===== src/rtl/pulse_stretcher.sv =====
// Pulse stretcher: turns single-cycle requests into HIGH_CYC-wide levels separated by at least GAP_CYC low cycles, queueing surplus requests.
// Optional build macro PULSE_STRETCHER_RETRIG_EN: a request while high restarts the high window instead of queueing.
module pulse_stretcher #(
    parameter int unsigned HIGH_CYC = 4,
    parameter int unsigned GAP_CYC  = 2,
    parameter int unsigned PEND_W   = 3
) (
    input  logic              clk,
    input  logic              rst,
    input  logic              pulse_i,
    output logic              level_o,
    output logic              busy_o,
    output logic [PEND_W-1:0] pending_o,
    output logic              overflow_o
);

    typedef enum logic [1:0] {
        S_IDLE = 2'd0,
        S_HIGH = 2'd1,
        S_GAP  = 2'd2
    } state_t;

    localparam logic [7:0]        HIGH_LD  = 8'(HIGH_CYC - 1);
    localparam logic [7:0]        GAP_LD   = 8'(GAP_CYC - 1);
    localparam logic [PEND_W-1:0] PEND_MAX = '1;

    state_t            r_state, w_state_nx;
    logic [7:0]        r_cnt, w_cnt_nx;
    logic [PEND_W-1:0] r_pend, w_pend_nx;
    logic              r_level, r_ovf, w_ovf_nx;
    logic              w_retrig, w_queue, w_take;

    always_ff @(posedge clk or negedge rst) begin
        if (!rst) begin
            r_state <= S_IDLE;
            r_cnt   <= '0;
            r_pend  <= '0;
            r_level <= 1'b0;
            r_ovf   <= 1'b0;
        end else begin
            r_state <= w_state_nx;
            r_cnt   <= w_cnt_nx;
            r_pend  <= w_pend_nx;
            r_level <= (w_state_nx == S_HIGH);
            r_ovf   <= w_ovf_nx;
        end
    end

    always_comb begin
        w_state_nx = r_state;
        w_cnt_nx   = r_cnt;
        w_pend_nx  = r_pend;
        w_ovf_nx   = 1'b0;
        w_retrig   = 1'b0;
`ifdef PULSE_STRETCHER_RETRIG_EN
        w_retrig   = pulse_i && (r_state == S_HIGH);
`endif
        w_queue = pulse_i && (r_state != S_IDLE) && !w_retrig;
        // A request on the last gap cycle is serviced at once, even when nothing was pending.
        w_take  = (r_state == S_GAP) && (r_cnt == 8'd0) && ((r_pend != '0) || w_queue);

        if (w_queue && !w_take) begin
            if (r_pend == PEND_MAX) w_ovf_nx = 1'b1;
            else                    w_pend_nx = r_pend + 1'b1;
        end else if (!w_queue && w_take) begin
            w_pend_nx = r_pend - 1'b1;
        end

        case (r_state)
            S_IDLE: begin
                if (pulse_i) begin
                    w_state_nx = S_HIGH;
                    w_cnt_nx   = HIGH_LD;
                end
            end
            S_HIGH: begin
                if (w_retrig) begin
                    w_cnt_nx = HIGH_LD;
                end else if (r_cnt == 8'd0) begin
                    w_state_nx = S_GAP;
                    w_cnt_nx   = GAP_LD;
                end else begin
                    w_cnt_nx = r_cnt - 8'd1;
                end
            end
            S_GAP: begin
                if (r_cnt == 8'd0) begin
                    if (w_take) begin
                        w_state_nx = S_HIGH;
                        w_cnt_nx   = HIGH_LD;
                    end else begin
                        w_state_nx = S_IDLE;
                    end
                end else begin
                    w_cnt_nx = r_cnt - 8'd1;
                end
            end
            default: begin
                w_state_nx = S_IDLE;
                w_cnt_nx   = '0;
            end
        endcase
    end

    assign level_o    = r_level;
    assign busy_o     = (r_state != S_IDLE);
    assign pending_o  = r_pend;
    assign overflow_o = r_ovf;

endmodule

===== config.mk =====
export PLATFORM = sky130hd
export DESIGN_NAME = pulse_stretcher
export DESIGN_NICKNAME = d
export VERILOG_FILES = /design/src/rtl/pulse_stretcher.sv
export SDC_FILE = /design/constraint.sdc
export NUM_CORES = 1
export LEC_CHECK = 0
export ABC_AREA = 1
export CAP_MARGIN = 20
export CORE_UTILIZATION = 48
export CTS_CLUSTER_SIZE = 12
export DETAILED_ROUTE_END_ITERATION = 10
export PLACE_DENSITY = 0.71
export SLEW_MARGIN = 20
export SYNTH_ARGS = -nofsm -noshare
export SYNTH_HDL_FRONTEND = slang
export SYNTH_SLANG_ARGS = --single-unit

===== constraint.sdc =====
create_clock -name clk -period 2.15 [get_ports clk]
set_input_delay 0.215 -clock clk [delete_from_list [all_inputs] [get_ports clk]]
set_output_delay 0.215 -clock clk [all_outputs]
set_load 0.01 [all_outputs]

Yosys cells after proc, flatten, opt, wreduce, memory -nomap -nowiden
Index checks and enable logic that the tools add are counted.
- bits in registers: 15
- output and inout port bits: 6
- word-level logic and storage cells: 45
- add/sub/neg operators: 3
- eq/ne operators: 7
- mux-type cells: 15
- reductions and logical operators: 15
- operators with widths (cell ; count):
    $mux 8 ; 4
    $pmux 8 s3 ; 1
    $mux 3 ; 3
    $logic_not 8->1 ; 1
    $sub 8x1->8 const B ; 1
    $mux 2 ; 3
    $pmux 2 s3 ; 1
    $logic_and 1x1->1 ; 5
    $eq 2x1->1 const B ; 2
    $ne 2x2->1 const B ; 2
    $reduce_and 2->1 ; 2
    $reduce_bool 2->1 ; 2
    $add 3x1->3 const B ; 1
    $eq 3x3->1 const B ; 1
    $mux 1 ; 3
    $ne 3x3->1 const B ; 1
    $reduce_bool 3->1 ; 1
    $sub 3x1->3 const B ; 1
    $eq 2x2->1 const B ; 1
    $logic_not 1->1 ; 2
    $logic_not 2->1 ; 1
    $logic_or 1x1->1 ; 1

Logic depth before layout (Yosys ltp)
Gate-level depths: netlist of the first run.
- word-level depth: 8
- mapped depth: 11
- depth with buffers taken out: 11

Least setup slack after synthesis of the first run
OpenSTA, ideal clock, no wires.
- kind: register to register
- from: register r_cnt[0]
- to: register r_pend[2], in the netlist pending_o[2]
- library setup time: 0.117 ns
- arrival: 1.617 ns
- required time: 2.033 ns
- path slack: 0.416 ns
- cell stages (with the launch flop): 11
- path buffers: 0
- clock period less this slack: 1.734 ns
- path through: dfrtp_1 > inv_1 > ha_1 > nand2_1 > nor2_1 > nand3_2 > nand2_1 > fa_1 > nand3b_1 > nand4_1 > nand2_1
- longest elaborated chain between the ends: 7
- elaborated cells on any way between the ends: 10
- classes of those cells: eq/ne (1); mux (1); reduce/logical (8)
- ends and longest elaborated chain (item ; line ; text):
    start: declaration ; 28 ; logic [7:0] r_cnt, w_cnt_nx;
    start signal: assignment ; 42 ; r_cnt <= w_cnt_nx;
    $logic_not 8->1 (*) ; 60 ; w_take = (r_state == S_GAP) && (r_cnt == 8'd0) && ((r_pend != '0) || w_queue);
    $logic_and 1x1->1 (*) (2 in a row) ; 60 ;
    $logic_not 1->1 ; 62 ; if (w_queue && !w_take) begin
    $logic_and 1x1->1 ; 62 ;
    $ne 2x2->1 (no source line) or $reduce_bool 2->1 (tied branches) ; n/a ;
    $reduce_and 2->1 (no source line) ; n/a ;
    end signal: assignment ; 43 ; r_pend <= w_pend_nx;
    end: declaration ; 29 ; logic [PEND_W-1:0] r_pend, w_pend_nx;
Mark *: on every way between the ends. The rest lies on a longest branch, timed or not.
A chain may end at the register's enable or synchronous reset.

Final worst setup path of the first run
- from: register r_cnt[0]
- to: register r_pend[1], in the netlist pending_o[1]
- elaborated cells on any way between the ends: 10
- classes of those cells: eq/ne (1); mux (1); reduce/logical (8)
- RTL lines (item ; line):
    $logic_not 8->1 ; 60
    $logic_and 1x1->1 (2 in a row) ; 60
    $logic_not 1->1 ; 62
    $logic_and 1x1->1 ; 62
    $mux 3 ; 62
    named net w_pend_nx[1] ; 29
The timed path passes the listed nets, and every way through them passes these cells.

==> impl_metrics.tcl, run 1 <==
set metrics [dict create \
    vias_per_cell 5.41 \
    drt_iter0_drc 31 \
    antenna_found_initial 0 \
    io_pins 9 \
    worstSetupPathType "register to register" \
    min_path_type "input port to async pin" \
    finalHoldViolCount 0 \
    clock_path_buffers 2 \
    gr-usage-all-layers_pct 22.7 \
    num_vias 877 \
    ys_seq_elements 15 \
    final_antenna_net_count 0 \
    synth_area_um2 981 \
    rows 15 \
    layout_common_cells "nand2_1 (31), dfrtp_1 (15), inv_1 (14)" \
    async_flop_share_pct 100 \
    layout_commonest_cell "nand2_1" \
    crit_arrival_ns 2.06 \
    cts_setup_buffers 0 \
    cts.repair.resized 0 \
    maxCapViolCount 0 \
    wirelength_um 2020 \
    syn_nets 130 \
    clk_latency_ns 0.28 \
    cts_hold_buf 0 \
    cp_max_fo 5 \
    grt_max_degree 16 \
    setup_viol 0 \
    netlist_instances 124 \
    powerDensity_nw_per_um2 944 \
    area_delta_synth_final_pct 14.4 \
    grt_pass1_wl_um 3460 \
    start_util_pct 53.9 \
    max_freq_ghz 0.531 \
    irDropWorstVdd_v 0.000512 \
    hpwl_um 1510 \
    gr-total-overflow 0 \
    die-height_um 47.2 \
    core_area_um2 1820 \
    placed_area_um2 1100 \
    start_kind "register" \
    synthDistinctLibCells 25 \
    grt_pass1_vias 807 \
    synth_edf_count 0 \
    clkSinkCount 15 \
    fin_crit_sh_pct 87.5 \
    drv_slew 0 \
    fp.dieW_um 47.2 \
    tightest_slew_ns 0.686 \
    num-fill-cells 172 \
    die-area_um2 2230 \
    skew_ns 0.00289 \
    total_power_mw 1.06 \
    outcome "finished clean" \
    drc 0 \
    min_period_ns 1.88 \
    portBuffers 8 \
    rsz0062_at_grt "false" \
    nNetsFinal 144 \
    numCtsBuffers 3 \
    tns_ns 0 \
    synth_ff_type "dfrtp_1" \
    design_area_um2 1120 \
    syn_area_per_cell_um2 7.91 \
    drive_above_1_share_pct 18.2 \
    slew_headroom_pct 54.1 \
    cp_data_required_time_ns 2.32 \
    clk_transition_reported_paths_ns 0.09 \
    firstDrtPassIters 4 \
    cp-end-kind "register" \
    yosysWarnings 0 \
    seq_area_frac_synth_pct 38.3 \
    globalplace.congestion 0.831 \
    diodes 0 \
    cellLeakagePower_nw 0.503 \
    post_drt_wl_per_cell_um 12.5 \
    cts_tree "yes" \
    htree_levels 1 \
    cts-root-buf "clkbuf_4" \
]
state kept, by name (all words and copies together), names as in the netlist:
signal      count
overflow_o      1
level_o         1
r_cnt           8
r_state         2
pending_o       3
layer usage:
layer	wire length [um]	vias up	GRT usage, %	part of all wire (%)
li1	-	434	-	-
met1	968	427	30.7	48
met4	19	0	6.86	0.94
met5	0	-	0	0
met3	43	4	3.46	2.1
met2	994	12	37.5	49
power by group:
group          total (mW)  switching [mW]  internal (mW)  leakage [nW]
logic               0.432           0.235          0.197         0.321
registers           0.469          0.0996          0.370         0.167
clock network       0.158          0.0860         0.0719        0.0150
path summary, 6_finish.rpt:
path	from	end	slack, ns	cells after the start
max in group asynchronous	rst	pending_o[2]	1.37	1
worst min-delay path	rst	r_cnt[4]	0.35	1
worst max-delay path	r_cnt[0]	pending_o[1]	0.27	9
worst max register to register	r_cnt[0]	pending_o[1]	0.27	9
worst min register to register	r_cnt[1]	r_cnt[1]	0.50	2
min in group clk	r_cnt[1]	r_cnt[1]	0.50	2
cells in the mapped netlist, types with 3 or more instances:
master	count	area share (%)
nand2_1	31	12
dfrtp_1	15	38
inv_1	14	5.4
nand3_1	11	5.6
nor2_1	8	3.1
nor2_2	7	4.5
nand2_2	5	3.2
nand4_1	4	2.6
o2111ai_1	4	3.6
o21ai_0	3	1.5
layout make-up:
type,count,area [um2],share of cell area [%]
clock buffer,4,26.3,2.34
inverter,16,60.1,5.35
multi-input combinational,92,534,47.6
sequential,15,375,33.4
tap,25,31.3,2.79
timing repair buffer,10,95.1,8.47
worst max-delay path: stages (launching register included):
cell	delay, ns
dfrtp_1	0.39
inv_1	0.12
ha_1	0.20
nand2_1	0.06
nor2_1	0.15
nand3_2	0.14
nand2_1	0.16
fa_1	0.44
nand2_1	0.08
nand2_1	0.05
logic make-up after synthesis:
logic type	Yosys count	synth area share, %
buffers and inverters	17	7.27
AO/OA/AOI/OAI	13	10.2
XOR/XNOR	2	1.79
adder cells (fa/ha/maj)	3	4.59
flip-flops	15	38.3
AND/OR/NAND/NOR	74	37.9
stage by stage:
stage | hold slack [ns] | util, % | instances | worst slack [ns]
5_1_grt | 0.414 | 61.6 | 162 | 0.117
6_report | 0.347 | 61.6 | 162 | 0.268
2_1_floorplan | -0.0806 | - | 124 | 0.416
4_1_cts | 0.373 | 61.6 | 162 | 0.259
3_5_place_dp | 0.487 | 60.2 | 158 | 0.171
3_3_place_gp | 0.480 | 60.2 | 158 | 0.233
(Power assumes the default switching activity.)
==> run 2, diff against run 1 <==
--- a/config.mk
+++ b/config.mk
@@ -8,9 +8,11 @@
 export ABC_AREA = 1
 export CAP_MARGIN = 20
 export CORE_UTILIZATION = 48
+export CTS_CLUSTER_DIAMETER = 150
 export CTS_CLUSTER_SIZE = 12
 export DETAILED_ROUTE_END_ITERATION = 10
 export PLACE_DENSITY = 0.71
+export RECOVER_POWER = 50
 export SLEW_MARGIN = 20
 export SYNTH_ARGS = -nofsm -noshare
 export SYNTH_HDL_FRONTEND = slang
==> run 2 against run 1 <==
Against the previous run: via count fell by 0.91%; largest cell class unchanged; critical endpoint is now pending_o[2]; die area is the same; sequential power hardly changed; wire length fell by 1.3%.
==> impl_metrics.tcl, run 2 (same netlist as run 1, synthesis figures left out) <==
set metrics [dict create \
    intPower_mw 0.636 \
    min_path_type "input port to async pin" \
    power_frac_clock_pct 15.0 \
    grt_pass1_vias 807 \
    skew_ns 0.00304 \
    num-fill-cells 172 \
    clock_path_buffers 2 \
    cellLeakagePower_nw 0.502 \
    grt_pass1_wl_um 3460 \
    cp_cell_sequence "inv_1, ha_1, nand2_1, nor2_1, nand3_2, nand2_1, fa_1, nand3b_1, nand4_1, nand2_1" \
    area_delta_synth_final_pct 14.4 \
    crit_path_top_delay_cell "fa_1" \
    worstSetupPathType "register to register" \
    timing.critical_path.mode_cell "nand2_1" \
    layout_common_cells "nand2_1 (31), dfrtp_1 (15), inv_1 (14)" \
    cp_max_fo 5 \
    layout_commonest_cell "nand2_1" \
    grt_max_degree 16 \
    drv_slew 0 \
    num_vias 869 \
    diodes 0 \
    irDropWorstVdd_v 0.000512 \
    globalplace.congestion 0.831 \
    gr-usage-all-layers_pct 22.7 \
    vias_per_cell 5.36 \
    tns_ns 0 \
    switching_share_pct 39.6 \
    largest_reg_flops 8 \
    pwr-share-seq_pct 44.5 \
    io_pins 9 \
    finalHoldViolCount 0 \
    cts-root-buf "clkbuf_4" \
    layout.area.seq_um2 375 \
    slew_headroom_pct 53.7 \
    rsz0062_at_grt "false" \
    htree_levels 1 \
    core_area_um2 1820 \
    final_core_util_pct 61.6 \
    firstDrtPassIters 4 \
    path_delay_family "simple AND/OR/NAND/NOR gates" \
    wirelength_um 2000 \
    hpwl_um 1510 \
    gr-total-overflow 0 \
    critPathMaxStageDelay_ns 0.40 \
    tightest_slew_ns 0.692 \
    multi_input_area_um2 534 \
    die-height_um 47.2 \
    cp_data_required_time_ns 2.32 \
    fin_crit_sh_pct 87.2 \
    cts_tree "yes" \
    largest_register "r_cnt" \
    final_antenna_net_count 0 \
    clk_latency_ns 0.28 \
    powerDensity_nw_per_um2 938 \
    maxCapViolCount 0 \
    fp.dieW_um 47.2 \
    setup_viol 0 \
    drc 0 \
    combPwrFrac_pct 40.4 \
    portBuffers 8 \
    path_buf_inv 1 \
    outcome "finished clean" \
    max_freq_ghz 0.533 \
    min_period_ns 1.88 \
    cts_hold_buf 0 \
    drive_above_1_share_pct 18.2 \
    power.switching_mw 0.417 \
    cp-end-kind "register" \
    antenna_found_initial 0 \
    rows 15 \
    crit_arrival_ns 2.05 \
    cts.repair.resized 0 \
    clk_transition_reported_paths_ns 0.09 \
    die-area_um2 2230 \
    drt_iter0_drc 29 \
    nNetsFinal 144 \
    numCtsBuffers 3 \
    clkSinkCount 15 \
    start_util_pct 53.9 \
    cts_setup_buffers 0 \
    start_kind "register" \
    post_drt_wl_per_cell_um 12.3 \
]
[run 2: cell count changes in the layout (fill, tap and decap cells not counted), sizes merged]
cell           change
clkdlybuf4s50      -3
dlygate4sd3        +3
[run 2: stage by stage]
stage | area, um2 | hold WS, ns | total power [mW] | worst slack (ns) | std cells
floorplan | 981 | -0.0806 | 0.763 | 0.416 | 124
global placement | 1100 | 0.480 | 0.888 | 0.233 | 158
detailed placement | 1100 | 0.487 | 0.904 | 0.171 | 158
CTS | 1120 | 0.373 | 1.07 | 0.259 | 162
global route | 1120 | 0.484 | 1.15 | 0.116 | 162
finish | 1120 | 0.416 | 1.05 | 0.274 | 162
[run 2: cell type report]
type,instances,share of cell area [%]
Inverter,16,5.35
Timing Repair Buffer,10,8.47
Tap cell,25,2.79
Multi-Input combinational cell,92,47.6
Clock buffer,4,2.34
Sequential cell,15,33.4
[run 2: final timing paths]
check,to,slack [ns],startpoint,cells past startpoint
setup / recovery,pending_o[2],0.27,r_cnt[0],10
hold reg to reg,r_cnt[1],0.50,r_cnt[1],2
min in group clk,r_cnt[1],0.50,r_cnt[1],2
setup reg to reg,pending_o[2],0.27,r_cnt[0],10
max in group asynchronous,pending_o[2],1.30,rst,1
hold / removal,r_cnt[4],0.42,rst,1
[run 2: power groups by stage]
stage,sequential [mW],clock (mW),combinational [mW]
after global routing,0.490,0.177,0.486
final,0.469,0.158,0.426
after CTS,0.470,0.167,0.430
after floorplan,0.473,0,0.290
after detailed placement,0.476,0,0.428
after global placement,0.473,0,0.415
[run 2: metal layers]
metal	up-vias	routed length, um	GRT usage [%]	part of all wire [%]
met1	417	944	30.7	47
li1	434	-	-	-
met2	14	987	37.5	49
met5	-	0	0	0
met3	4	46	3.46	2.3
met4	0	19	6.86	0.95
==> run 3, diff against run 2 <==
--- a/config.mk
+++ b/config.mk
@@ -7,10 +7,12 @@
 export LEC_CHECK = 0
 export ABC_AREA = 1
 export CAP_MARGIN = 20
+export CORE_ASPECT_RATIO = 0.8
 export CORE_UTILIZATION = 48
 export CTS_CLUSTER_DIAMETER = 150
 export CTS_CLUSTER_SIZE = 12
 export DETAILED_ROUTE_END_ITERATION = 10
+export MAX_ROUTING_LAYER = met4
 export PLACE_DENSITY = 0.71
 export RECOVER_POWER = 50
 export SLEW_MARGIN = 20
==> run 3 against run 2 <==
Against the previous run: register-to-register slack worse by 0.07 ns; sequential power up 0.9%; combinational power up 2%; power up 2.3%; cell area down 0.67%; clock power up 8%; cell count down 0.62%; maximum frequency down 3.6%.
==> impl_metrics.tcl, run 3 (same netlist as run 1, synthesis figures left out) <==
set metrics [dict create \
    outcome "finished clean" \
    cts_hold_buf 0 \
    rows 14 \
    tightest_slew_ns 0.694 \
    io_pins 9 \
    numCtsBuffers 3 \
    area_delta_synth_final_pct 13.6 \
    max_freq_ghz 0.514 \
    fp.dieW_um 52.5 \
    die-height_um 42.4 \
    reg2reg_from "r_cnt[0]" \
    crit_arrival_ns 2.14 \
    core_area_um2 1910 \
    worstSetupPathType "register to register" \
    drc 0 \
    finalHoldViolCount 0 \
    portBuffers 8 \
    die-area_um2 2230 \
    vias_per_cell 5.35 \
    rsz0062_at_grt "false" \
    largest_reg_flops 8 \
    slew_headroom_pct 53.6 \
    layout_commonest_cell "nand2_1" \
    top_layer "met4" \
    cts_tree "yes" \
    start_util_pct 51.4 \
    largest_register "r_cnt" \
    tns_ns 0 \
    post_drt_wl_per_cell_um 12.7 \
    num_vias 862 \
    startpoint "r_cnt[0]" \
    firstDrtPassIters 4 \
    clk_transition_reported_paths_ns 0.10 \
    final_antenna_net_count 0 \
    cellLeakagePower_nw 0.506 \
    start_kind "register" \
    hpwl_um 1540 \
    drv_slew 0 \
    drive_above_1_share_pct 18.2 \
    grt_max_degree 16 \
    setup_viol 0 \
    fin_crit_sh_pct 90.5 \
    dr_wl_met2_um 922 \
    drt_iter0_drc 31 \
    diodes 0 \
    dp_cells 157 \
    grt_pass1_vias 844 \
    layout_common_cells "nand2_1 (31), dfrtp_1 (15), inv_1 (14)" \
    clkSinkCount 15 \
    powerDensity_nw_per_um2 966 \
    antenna_found_initial 0 \
    met3_length_um 80 \
    cts.repair.resized 0 \
    gr-usage-all-layers_pct 23.4 \
    min_period_ns 1.95 \
    wirelength_um 2050 \
    globalplace.congestion 0.875 \
    clock_path_buffers 2 \
    maxCapViolCount 0 \
    placed_area_um2 1090 \
    cp-end-kind "register" \
    cp_data_required_time_ns 2.35 \
    gr-total-overflow 0 \
    irDropWorstVdd_v 0.000663 \
    htree_levels 1 \
    stdcell_count 161 \
    grt_pass1_wl_um 3640 \
    wirelength_met1_um 1030 \
    design_area_um2 1110 \
    min_path_type "input port to async pin" \
    clk_latency_ns 0.30 \
    cts_setup_buffers 0 \
    cp_max_fo 5 \
    skew_ns 0.00599 \
    nNetsFinal 144 \
    cts-root-buf "clkbuf_4" \
]
==> run 3: cell count changes in the layout (fill, tap and decap cells not counted), sizes merged <==
cell / change
clkbuf: -1
clkinv: +1
==> run 3: critical path, stage by stage (launching register included) <==
cell and delay, ns:
dfrtp_1 0.36, inv_1 0.09, ha_1 0.24, nand2_1 0.07, nor2_1 0.05, nand3_2 0.13
nand2_1 0.13, fa_1 0.42, nand3b_1 0.20, nand4_1 0.11, nand2_1 0.06
==> run 3: report_power, final <==
part,switching (mW),total (mW),internal [mW]
clock network,0.101,0.170,0.0694
logic,0.238,0.434,0.196
registers,0.104,0.473,0.370
==> run 3: per-layer routing <==
layer  global-route usage [%]  up-vias
li1                         -      439
met3                     7.97        2
met4                     8.42        0
met1                     30.9      404
met2                     33.2       17
met5                        -        -
==> run 3: final cells by class <==
type,count,area (um2)
Fill cell,167,795
Clock buffer,3,22.5
Inverter,16,60.1
Timing Repair Buffer,10,95.1
Tap cell,24,30.0
Multi-Input combinational cell,92,527
Clock inverter,1,5.00
Sequential cell,15,375
==> run 3: final timing paths <==
path / cells past startpoint / to / slack, ns
min: 1 / r_state[0] / 0.39
max in group asynchronous: 1 / level_o / 1.31
min reg2reg: 2 / r_cnt[0] / 0.51
max: 10 / pending_o[2] / 0.20
max reg2reg: 10 / pending_o[2] / 0.20
min in group clk: 2 / r_cnt[0] / 0.51
==> run 3: through the flow <==
stage               util (%)  worst slack, ns  hold slack, ns  total power [mW]
floorplan                  -            0.416         -0.0806             0.763
global placement        57.3            0.214           0.474             0.898
detailed placement      57.3            0.151           0.492             0.917
CTS                     58.8            0.233           0.342              1.09
global route            58.4           0.0333           0.452              1.18
finish                  58.4            0.205           0.395              1.08
